`src/rtl/dsp_op_sequencer.sv`:
```
// Request/response sequencer driving a DSP48A1 slice through one operation at a time.
// Optional feature: define DSPSEQ_OPCOUNT_EN to add the OP_COUNT response counter output.
module dsp_op_sequencer #(
    parameter int ABD_WIDTH    = 18,
    parameter int CP_WIDTH     = 48,
    parameter int OPMODE_WIDTH = 8,
    parameter int LATENCY      = 4,
    parameter int INIT_CYCLES  = 2
) (
    input  logic                    CLK,
    input  logic                    RST,
    input  logic                    REQ_VALID,
    output logic                    REQ_READY,
    input  logic [ABD_WIDTH-1:0]    REQ_A,
    input  logic [ABD_WIDTH-1:0]    REQ_B,
    input  logic [ABD_WIDTH-1:0]    REQ_D,
    input  logic [CP_WIDTH-1:0]     REQ_C,
    input  logic [OPMODE_WIDTH-1:0] REQ_OPMODE,
    input  logic                    REQ_CARRYIN,
    output logic [ABD_WIDTH-1:0]    A,
    output logic [ABD_WIDTH-1:0]    B,
    output logic [ABD_WIDTH-1:0]    D,
    output logic [CP_WIDTH-1:0]     C,
    output logic [OPMODE_WIDTH-1:0] OPMODE,
    output logic                    CARRYIN,
    output logic                    DSP_CE,
    output logic                    DSP_RST,
    input  logic [CP_WIDTH-1:0]     P,
    input  logic                    CARRYOUT,
    output logic                    RSP_VALID,
    input  logic                    RSP_READY,
    output logic [CP_WIDTH-1:0]     RSP_P,
    output logic                    RSP_CARRYOUT,
`ifdef DSPSEQ_OPCOUNT_EN
    output logic [15:0]             OP_COUNT,
`endif
    output logic [2:0]              DBG_STATE
);

    localparam int CNT_W = $clog2(LATENCY + 1);
    localparam int ICW   = $clog2(INIT_CYCLES + 1);

    typedef enum logic [2:0] {
        ST_INIT = 3'd0,
        ST_IDLE = 3'd1,
        ST_RUN  = 3'd2,
        ST_CAPT = 3'd3,
        ST_DONE = 3'd4
    } state_t;

    state_t                  state_q, state_d;
    logic [ICW-1:0]          init_cnt_q, init_cnt_d;
    logic [CNT_W-1:0]        cnt_q, cnt_d;
    logic [ABD_WIDTH-1:0]    a_q, b_q, d_q;
    logic [CP_WIDTH-1:0]     c_q, rsp_p_q;
    logic [OPMODE_WIDTH-1:0] opmode_q;
    logic                    carryin_q, rsp_co_q;
    logic                    accept, capture, rsp_hs;

    // Valid/ready: a transfer happens on a rising edge where both VALID and READY are high;
    // the producer holds VALID and its payload stable until that edge.
    always_comb begin
        state_d    = state_q;
        init_cnt_d = init_cnt_q;
        cnt_d      = cnt_q;
        accept     = 1'b0;
        capture    = 1'b0;
        rsp_hs     = 1'b0;
        REQ_READY  = 1'b0;
        DSP_CE     = 1'b0;
        DSP_RST    = 1'b0;
        RSP_VALID  = 1'b0;
        case (state_q)
            ST_INIT: begin
                DSP_RST = 1'b1;
                if (init_cnt_q == ICW'(INIT_CYCLES - 1)) begin
                    state_d = ST_IDLE;
                end else begin
                    init_cnt_d = init_cnt_q + ICW'(1);
                end
            end
            ST_IDLE: begin
                REQ_READY = 1'b1;
                if (REQ_VALID) begin
                    accept  = 1'b1;
                    cnt_d   = CNT_W'(LATENCY);
                    state_d = ST_RUN;
                end
            end
            ST_RUN: begin
                DSP_CE = 1'b1;
                cnt_d  = cnt_q - CNT_W'(1);
                if (cnt_q == CNT_W'(1)) state_d = ST_CAPT;
            end
            ST_CAPT: begin
                capture = 1'b1;
                state_d = ST_DONE;
            end
            ST_DONE: begin
                RSP_VALID = 1'b1;
                if (RSP_READY) begin
                    rsp_hs  = 1'b1;
                    state_d = ST_IDLE;
                end
            end
            default: state_d = ST_INIT;
        endcase
    end

    always_ff @(posedge CLK or posedge RST) begin
        if (RST) begin
            state_q    <= ST_INIT;
            init_cnt_q <= '0;
            cnt_q      <= '0;
            a_q        <= '0;
            b_q        <= '0;
            d_q        <= '0;
            c_q        <= '0;
            opmode_q   <= '0;
            carryin_q  <= 1'b0;
            rsp_p_q    <= '0;
            rsp_co_q   <= 1'b0;
        end else begin
            state_q    <= state_d;
            init_cnt_q <= init_cnt_d;
            cnt_q      <= cnt_d;
            if (accept) begin
                a_q       <= REQ_A;
                b_q       <= REQ_B;
                d_q       <= REQ_D;
                c_q       <= REQ_C;
                opmode_q  <= REQ_OPMODE;
                carryin_q <= REQ_CARRYIN;
            end
            if (capture) begin
                rsp_p_q  <= P;
                rsp_co_q <= CARRYOUT;
            end
        end
    end

`ifdef DSPSEQ_OPCOUNT_EN
    logic [15:0] op_count_q;
    always_ff @(posedge CLK or posedge RST) begin
        if (RST) op_count_q <= '0;
        else if (rsp_hs) op_count_q <= op_count_q + 16'd1;
    end
    assign OP_COUNT = op_count_q;
`else
    logic unused_hs;
    assign unused_hs = rsp_hs;
`endif

    assign A            = a_q;
    assign B            = b_q;
    assign D            = d_q;
    assign C            = c_q;
    assign OPMODE       = opmode_q;
    assign CARRYIN      = carryin_q;
    assign RSP_P        = rsp_p_q;
    assign RSP_CARRYOUT = rsp_co_q;
    assign DBG_STATE    = state_q;

endmodule

```
`config.mk`:
```
export PLATFORM = sky130hd
export DESIGN_NAME = dsp_op_sequencer
export DESIGN_NICKNAME = d
export VERILOG_FILES = /design/src/rtl/dsp_op_sequencer.sv
export SDC_FILE = /design/constraint.sdc
export NUM_CORES = 1
export LEC_CHECK = 0
export ABC_AREA = 0
export CAP_MARGIN = 10
export CORE_UTILIZATION = 30
export CTS_CLUSTER_SIZE = 25
export DETAILED_ROUTE_END_ITERATION = 8
export PLACE_DENSITY_LB_ADDON = 0.25
export SLEW_MARGIN = 20
export SYNTH_ARGS = -nofsm -noshare
export SYNTH_HDL_FRONTEND = slang
export SYNTH_SLANG_ARGS = --single-unit
```
`constraint.sdc`:
```
create_clock -name CLK -period 19.45 [get_ports CLK]
set_clock_uncertainty 0.15 [all_clocks]
set_input_delay 5.835 -clock CLK [delete_from_list [all_inputs] [get_ports CLK]]
set_output_delay 5.835 -clock CLK [all_outputs]
set_load 0.005 [all_outputs]
```
; ---- Word level (Yosys, flattened, before mapping)
; Cells that the tools add are included.
[classes]
add_sub_neg = 2
eq_ne = 10
mux = 14
bitwise = 1
n_reduce_logical = 5
[ops]
columns = operator, n
row1 = $mux 3, 5
row2 = $pmux 3 s5, 1
row3 = $ne 2x2->1 const B, 4
row4 = $mux 1, 7
row5 = $eq 3x1->1 const B, 2
row6 = $eq 3x2->1 const B, 2
row7 = $pmux 3 s2, 1
row8 = $reduce_and 2->1, 2
row9 = $reduce_and 4->1, 1
row10 = $eq 3x3->1 const B, 1
row11 = $logic_not 3->1, 1
row12 = $sub 3x1->3 const B, 1
row13 = $add 2x1->2 const B, 1
row14 = $eq 2x1->1 const B, 1
row15 = $reduce_bool 2->1, 1
row16 = $not 1->1, 1
[word_totals]
reg_bits = 168
input_bits = 164
out_inout_bits = 167
word_cells = 43

; ---- Depth between registers and ports, before layout
; Gate-level depths: netlist of the first run.
[logic_depth]
depth_word = 3
ltp_mapped = 7
mapped_depth_nobuf = 5

; ---- Least setup slack after synthesis of the first run
; OpenSTA, ideal clock, no wires.
[synth_path]
path_type = flip-flop to output port
start = reg state_q[0], in the netlist DBG_STATE[0]
end = out DSP_CE
arrival_ps = 1133
required_ps = 13465
slack_ps = 12332
path_stages_with_launch = 4
path_buffers = 1
path_cell_list = dfrtp_1 -> buf_2 -> or3b_2 -> inv_1
[synth_between]
elab_chain_len = 2
[synth_rtl]
columns = element, line
row1 = from (decl), 51  ; state_t state_q, state_d;
row2 = from (signal assigned), 124  ; state_q <= state_d;
row3 = $eq 3x2->1, 73  ; case (state_q)
row4 = $mux 1, 73
row5 = to (decl), 26  ; output logic DSP_CE,
; No other way between the ends.

; ---- Worst setup path in the final report of the first run
[layout_path]
start = in REQ_VALID
end = reg opmode_q[6], in the netlist OPMODE[6]
[layout_between]
elab_chain_len = 2
[layout_rtl]
columns = element, line
row1 = from (decl), 12  ; input logic REQ_VALID,
row2 = $mux 1, 84  ; if (REQ_VALID) begin
row3 = $mux 1, 73
row4 = to (signal assigned), 119  ; opmode_q <= '0;
row5 = to (signal assigned), 132  ; opmode_q <= REQ_OPMODE;
row6 = to (decl), 56  ; logic [OPMODE_WIDTH-1:0] opmode_q;
; No other way between the ends.
; A chain may end at the register's enable or synchronous reset.

==> results of run 1 <==
==> synth_stat cells <==
master / instances / share of area
a21oi_1: 3 / 0.0022
a31oi_1: 1 / 0.00093
and2_1: 1 / 0.00093
and3_1: 1 / 0.00093
buf_12: 8 / 0.024
buf_2: 8 / 0.0059
buf_4: 4 / 0.0045
buf_6: 1 / 0.0017
dfrtp_1: 168 / 0.62
ha_1: 3 / 0.0056
inv_1: 7 / 0.0039
mux2_2: 91 / 0.15
mux2_4: 69 / 0.15
nand2_1: 2 / 0.0011
nand2b_1: 1 / 0.00093
nand3b_1: 1 / 0.0011
nor2_1: 3 / 0.0017
nor3_1: 3 / 0.0022
nor3_2: 1 / 0.0015
nor4_1: 1 / 0.00093
nor4bb_1: 2 / 0.0030
o21ai_0: 2 / 0.0015
o22ai_1: 1 / 0.00093
o31a_1: 1 / 0.0013
or3b_2: 1 / 0.0013
xor2_1: 1 / 0.0013
==> logic make-up (layout without fill, tap and decap cells) <==
logic type,Yosys count,count (layout)
buffers and inverters,28,373
DFF,168,168
adders and majority gates,3,3
xor gates and xnor gates,1,1
muxes,160,160
and+or+nand+nor,17,17
AOI/OAI and AO/OA,8,8
==> power by group <==
| group | internal [mW] | switching [mW] |
|---|---|---|
| Clock | 0.173 | 0.155 |
| Combinational | 0.564 | 0.235 |
| Sequential | 0.528 | 0.104 |
| Total | 1.26 | 0.494 |
==> state kept, by name, indices dropped and copies added, names as in the netlist, 2 cells and up <==
| name | count |
|---|---|
| C | 48 |
| RSP_P | 48 |
| A | 18 |
| B | 18 |
| D | 18 |
| OPMODE | 8 |
| DBG_STATE | 3 |
| cnt_q | 3 |
| init_cnt_q | 2 |
==> routing by layer <==
layer / wire [um] / vias to the layer above / global-route usage
li1: - / 2018 / -
met3: 1530 / 24 / 0.0569
met2: 8930 / 198 / 0.254
met5: 0 / - / 0
met1: 6820 / 2222 / 0.170
met4: 317 / 0 / 0.0559
==> final timing paths <==
path                            cells after the start                      start                        end
worst max-delay path                                4                  REQ_VALID      OPMODE[6]$_DFFE_PP0P_
worst min-delay path                                1  init_cnt_q[0]$_DFFE_PP0P_  init_cnt_q[0]$_DFFE_PP0P_
worst max register to register                      3   DBG_STATE[1]$_DFFE_PP0P_      OPMODE[6]$_DFFE_PP0P_
worst min register to register                      1  init_cnt_q[0]$_DFFE_PP0P_  init_cnt_q[0]$_DFFE_PP0P_
max in group asynchronous                           3                        RST          D[10]$_DFFE_PP0P_
min in group asynchronous                           2                        RST       RSP_P[5]$_DFFE_PP0N_
==> cell type report <==
cell class              instances  share of cell area
well taps                     280              0.0326
clock inverters                14              0.0116
repair buffers                334               0.310
multi-input cells             189               0.211
inverters                       7             0.00291
flip-flops and latches        168               0.391
clock buffers                  18              0.0408
==> metrics by stage <==
| stage | power [mW] | cells | hold WS [ps] |
|---|---|---|---|
| after floorplan | 0.999 | 385 | 298 |
| after global placement | 1.42 | 978 | 314 |
| after detailed placement | 1.45 | 978 | 325 |
| after CTS | 1.79 | 1010 | 339 |
| after global routing | 1.87 | 1010 | 365 |
| final | 1.76 | 1010 | 332 |
==> impl_metrics.toml, run 1 <==
[global_route]
grt_overflow_total = 0
track_usage = 0.150
grt_pass1_vias = 4714
grt_first_pass_wirelength_um = 25900
grt_max_degree = 97
antenna_found_initial = 0

[die]
io_pins = 331
start_util = 0.307
fp-row-count = 54
coreArea_mm2 = 0.0219
die_x_um = 152
die-area_mm2 = 0.0230
die_h_um = 152

[placement]
pre_cts_ws_ps = 10630
gp_congestion = 0.715
portBuffers = 330
post_dp_cell_area_mm2 = 0.0102
dp_hpwl_um = 12700

[timing]
rsz0062_at_grt = "false"
maxSlewViolCount = 0
hold_viol_final = 0
period_share = 0.430
final-setup-viol-count = 0
fin_setup_tns_ps = 0
clock.fmax_mhz = 120
finalCriticalPeriod_ps = 8360
worst_pin_slew_ps = 1030
maxSlewHeadroom = 0.313
worst_slack_ps = 11090

[yosys]
ys_ff_latch = 168
synthCells = 385
synth.distinct_cells = 26
yosys.area_share.adder = 0.00558
synthesis.nets = 552
ys_warn_count = 0
syn_area_mm2 = 0.00673
synth.avg_cell_area_um2 = 17.5
ys_seq_area_frac = 0.625
synth_mux_area_frac = 0.306
synth_compound_area_frac = 0.00688
synth_xor_area_frac = 0.00130
yosys.area_share.simple = 0.0156
synth_top_family_by_area = "multiplexers"

[routing]
firstDrtPassIters = 4
drc = 0
vias = 4462
ant_nets = 0
dr.first_iter.drc_count = 113
wl_per_cell_um = 17.4
wl_um = 17600
vias_per_cell = 4.42

[setup_path]
critPathCaptureType = "flip-flop"
path_class = "input pin to flip-flop"
crit_family = "buffers and inverters"
critical_path_buf_inv_count = 2
crit_path_top_delay_cell = "buf_4"
path_max_fanout = 65
arrival_ps = 8510
cp.required_ps = 19600
path_cells = "clkdlybuf4s50_1 > nor4bb_4 > buf_4 > mux2_2"
start_kind = "input pin"
slowest_delay_ps = 880
r2r_setup_slack_ps = 16440

[cts]
cts_buffers = 17
clk_path_buf_depth = 2
clk_pin_slew_worst_paths_ps = 70
cts_resized = 0
htreeDepth = 4
cts_setup_buffers = 0
hold_buffers = 0
clk-insertion-delay-late_ps = 420
root_buffer = "clkbuf_16"
clock-sinks = 168
cts_tree = "built"

[power]
total_leakage_power_nw = 4.53
power-per-cell-area_mw_per_mm2 = 163
ir_drop_v = 0.0000758

[finish]
n_antenna_cell = 0
final_util = 0.491
syn_to_final_growth_pct = 59.8
fillCellCount = 1882
final_cell_area_mm2 = 0.0108
multi_input_comb_area_mm2 = 0.00227
layout_common_cells = "clkdlybuf4s50_1, dfrtp_1, mux2_2"
nets = 884
layout_commonest_cell = "clkdlybuf4s50_1"
drive_gt1_frac = 0.274
ff_latch_area_mm2 = 0.00420

[worst_hold_path]
hold_class = "flip-flop to flip-flop"

[run_status]
status = "finished, final reports clean"

[flow_run]
cap_viol_max_count = 0
No activity file was read; power rests on OpenSTA's default activity.
==> run 2, diff against run 1 <==
Clock period 19.45 ns to 8.1 ns, I/O delays scaled along.
==> run 2 against run 1 <==
Net effect: total power grew 140%; sequential share of layout area is 0.10 points lower; cell area grew 0.27%; first-iteration DRC count down 12%; non-clock buffer count up 1; via count fell by 0.31%; global-route usage increased by 0.21 points; final cell count is essentially flat; register-to-register slack worse by 11000 ps; combinational power up 140%; sequential power rose by 140%; critical path depth fell by 1; critical endpoint is now DSP_CE; largest power group unchanged.
==> impl_metrics.toml, run 2 (synthesis gave the netlist of run 1 again) <==
[run_status]
status = "finished, final reports clean"

[cts]
clock-sinks = 168
clk_pin_slew_worst_paths_ps = 70
root_buffer = "clkbuf_16"
clk_path_buf_depth = 2
hold_buffers = 0
clk-insertion-delay-late_ps = 410
cts_resized = 0
cts_setup_buffers = 0
cts_tree = "built"
cts_buffers = 17
htreeDepth = 4

[routing]
wl_met2_um = 8880
drc = 0
routed.top_layer = "met4"
route.layer.met1.wl_um = 6760
wl_per_cell_um = 17.4
vias = 4448
firstDrtPassIters = 4
wl_um = 17600
ant_nets = 0
wl_met3_um = 1700
vias_per_cell = 4.40
dr.first_iter.drc_count = 99

[placement]
dp_hpwl_um = 12900
post_dp_cell_area_mm2 = 0.0102
placed_cells = 979
pre_cts_ws_ps = 2950
gp_congestion = 0.712
portBuffers = 330

[die]
coreArea_mm2 = 0.0219
io_pins = 331
die_h_um = 152
start_util = 0.307
die_x_um = 152
fp-row-count = 54
die-area_mm2 = 0.0230

[finish]
fillCellCount = 1890
fin_cells = 1011
layout_common_cells = "clkdlybuf4s50_1, dfrtp_1, mux2_2"
n_antenna_cell = 0
final_cell_area_mm2 = 0.0108
nets = 885
layout_commonest_cell = "clkdlybuf4s50_1"
syn_to_final_growth_pct = 60.3
drive_gt1_frac = 0.275

[setup_path]
cp.required_ps = 5520
slowest_delay_ps = 600
start_kind = "flip-flop"
critPathCaptureType = "primary output"
path_max_fanout = 11
crit_family = "buffers and inverters"
r2r_cells = 4
worstReg2RegEnd = "OPMODE[5]$_DFFE_PP0P_"
arrival_ps = 2270
r2r_setup_slack_ps = 5360
path_cells = "or3b_2 > inv_1 > clkdlybuf4s50_1"
r2r_start = "DBG_STATE[1]$_DFFE_PP0P_"
path_class = "flip-flop to primary output"
critical_path_buf_inv_count = 2
crit_path_top_delay_cell = "clkdlybuf4s50_1"

[timing]
worst_slack_ps = 3250
final-setup-viol-count = 0
hold_viol_final = 0
rsz0062_at_grt = "false"
maxSlewViolCount = 0
maxSlewHeadroom = 0.352
clock.fmax_mhz = 206
fin_setup_tns_ps = 0
period_share = 0.599
worst_pin_slew_ps = 972
finalCriticalPeriod_ps = 4850

[flow_run]
cap_viol_max_count = 0

[power]
power_frac_comb = 0.451
power_switching_mw = 1.18
power_mw = 4.24
seqPwrFrac = 0.358
power_frac_clock = 0.191
swShare = 0.279
power-per-cell-area_mw_per_mm2 = 393
total_leakage_power_nw = 4.55
ir_drop_v = 0.000161
p_int_mw = 3.06

[global_route]
grt_pass1_vias = 4781
grt_max_degree = 109
antenna_found_initial = 0
track_usage = 0.152
grt_overflow_total = 0
grt_first_pass_wirelength_um = 26200

[worst_hold_path]
hold_class = "flip-flop to flip-flop"
holdPathEnd = "init_cnt_q[0]$_DFFE_PP0P_"
min-delay-start = "init_cnt_q[0]$_DFFE_PP0P_"
min_path_cells = 1
run 2: cell count changes in the layout (fill, tap and decap cells not counted):
cell,previous run,this run
inv_6,9,7
buf_4,4,5
bufinv_16,0,1
clkbuf_8,1,0
clkinv_2,1,2
clkinv_4,1,2
clkinv_8,0,1
clkinvlp_4,1,0
run 2: power by group through the flow:
| stage | clock network (mW) | logic [mW] | registers [mW] |
|---|---|---|---|
| 4_1_cts | 0.840 | 1.95 | 1.52 |
| 2_1_floorplan | 0 | 0.876 | 1.52 |
| 3_5_place_dp | 0 | 1.94 | 1.53 |
| 6_report | 0.811 | 1.91 | 1.52 |
| 5_1_grt | 0.877 | 2.06 | 1.58 |
| 3_3_place_gp | 0 | 1.90 | 1.52 |
run 2: worst max path at each step:
stage | slack, ps | startpoint | cells after the start | end
final | 3250 | DBG_STATE[1]$_DFFE_PP0P_ | 3 | DSP_CE
after global routing | 3120 | DBG_STATE[1]$_DFFE_PP0P_ | 3 | DSP_CE
after CTS | 3200 | DBG_STATE[1]$_DFFE_PP0P_ | 3 | DSP_CE
after detailed placement | 2950 | REQ_VALID | 5 | OPMODE[6]$_DFFE_PP0P_
after global placement | 3020 | REQ_VALID | 5 | OPMODE[5]$_DFFE_PP0P_
after floorplan | 970 | RST | 1 | A[0]$_DFFE_PP0P_
run 2: area by class of cell:
type	instances	area [um2]	share of cell area
Sequential cell	168	4200	0.390
Timing Repair Buffer	335	3340	0.310
Clock inverter	15	160	0.0148
Tap cell	280	350	0.0325
Multi-Input combinational cell	189	2270	0.211
Inverter	7	31.3	0.00290
Clock buffer	17	425	0.0394
run 2: per-stage QoR:
stage	hold slack, ps	util
floorplan	298	-
global placement	313	0.466
detailed placement	321	0.466
CTS	335	0.493
global route	342	0.493
finish	337	0.493
run 2: metal layers:
| layer | vias to the layer above | GRT usage |
|---|---|---|
| met5 | - | 0 |
| met4 | 0 | 0.0505 |
| met3 | 17 | 0.0569 |
| li1 | 2017 | - |
| met1 | 2213 | 0.170 |
| met2 | 201 | 0.264 |
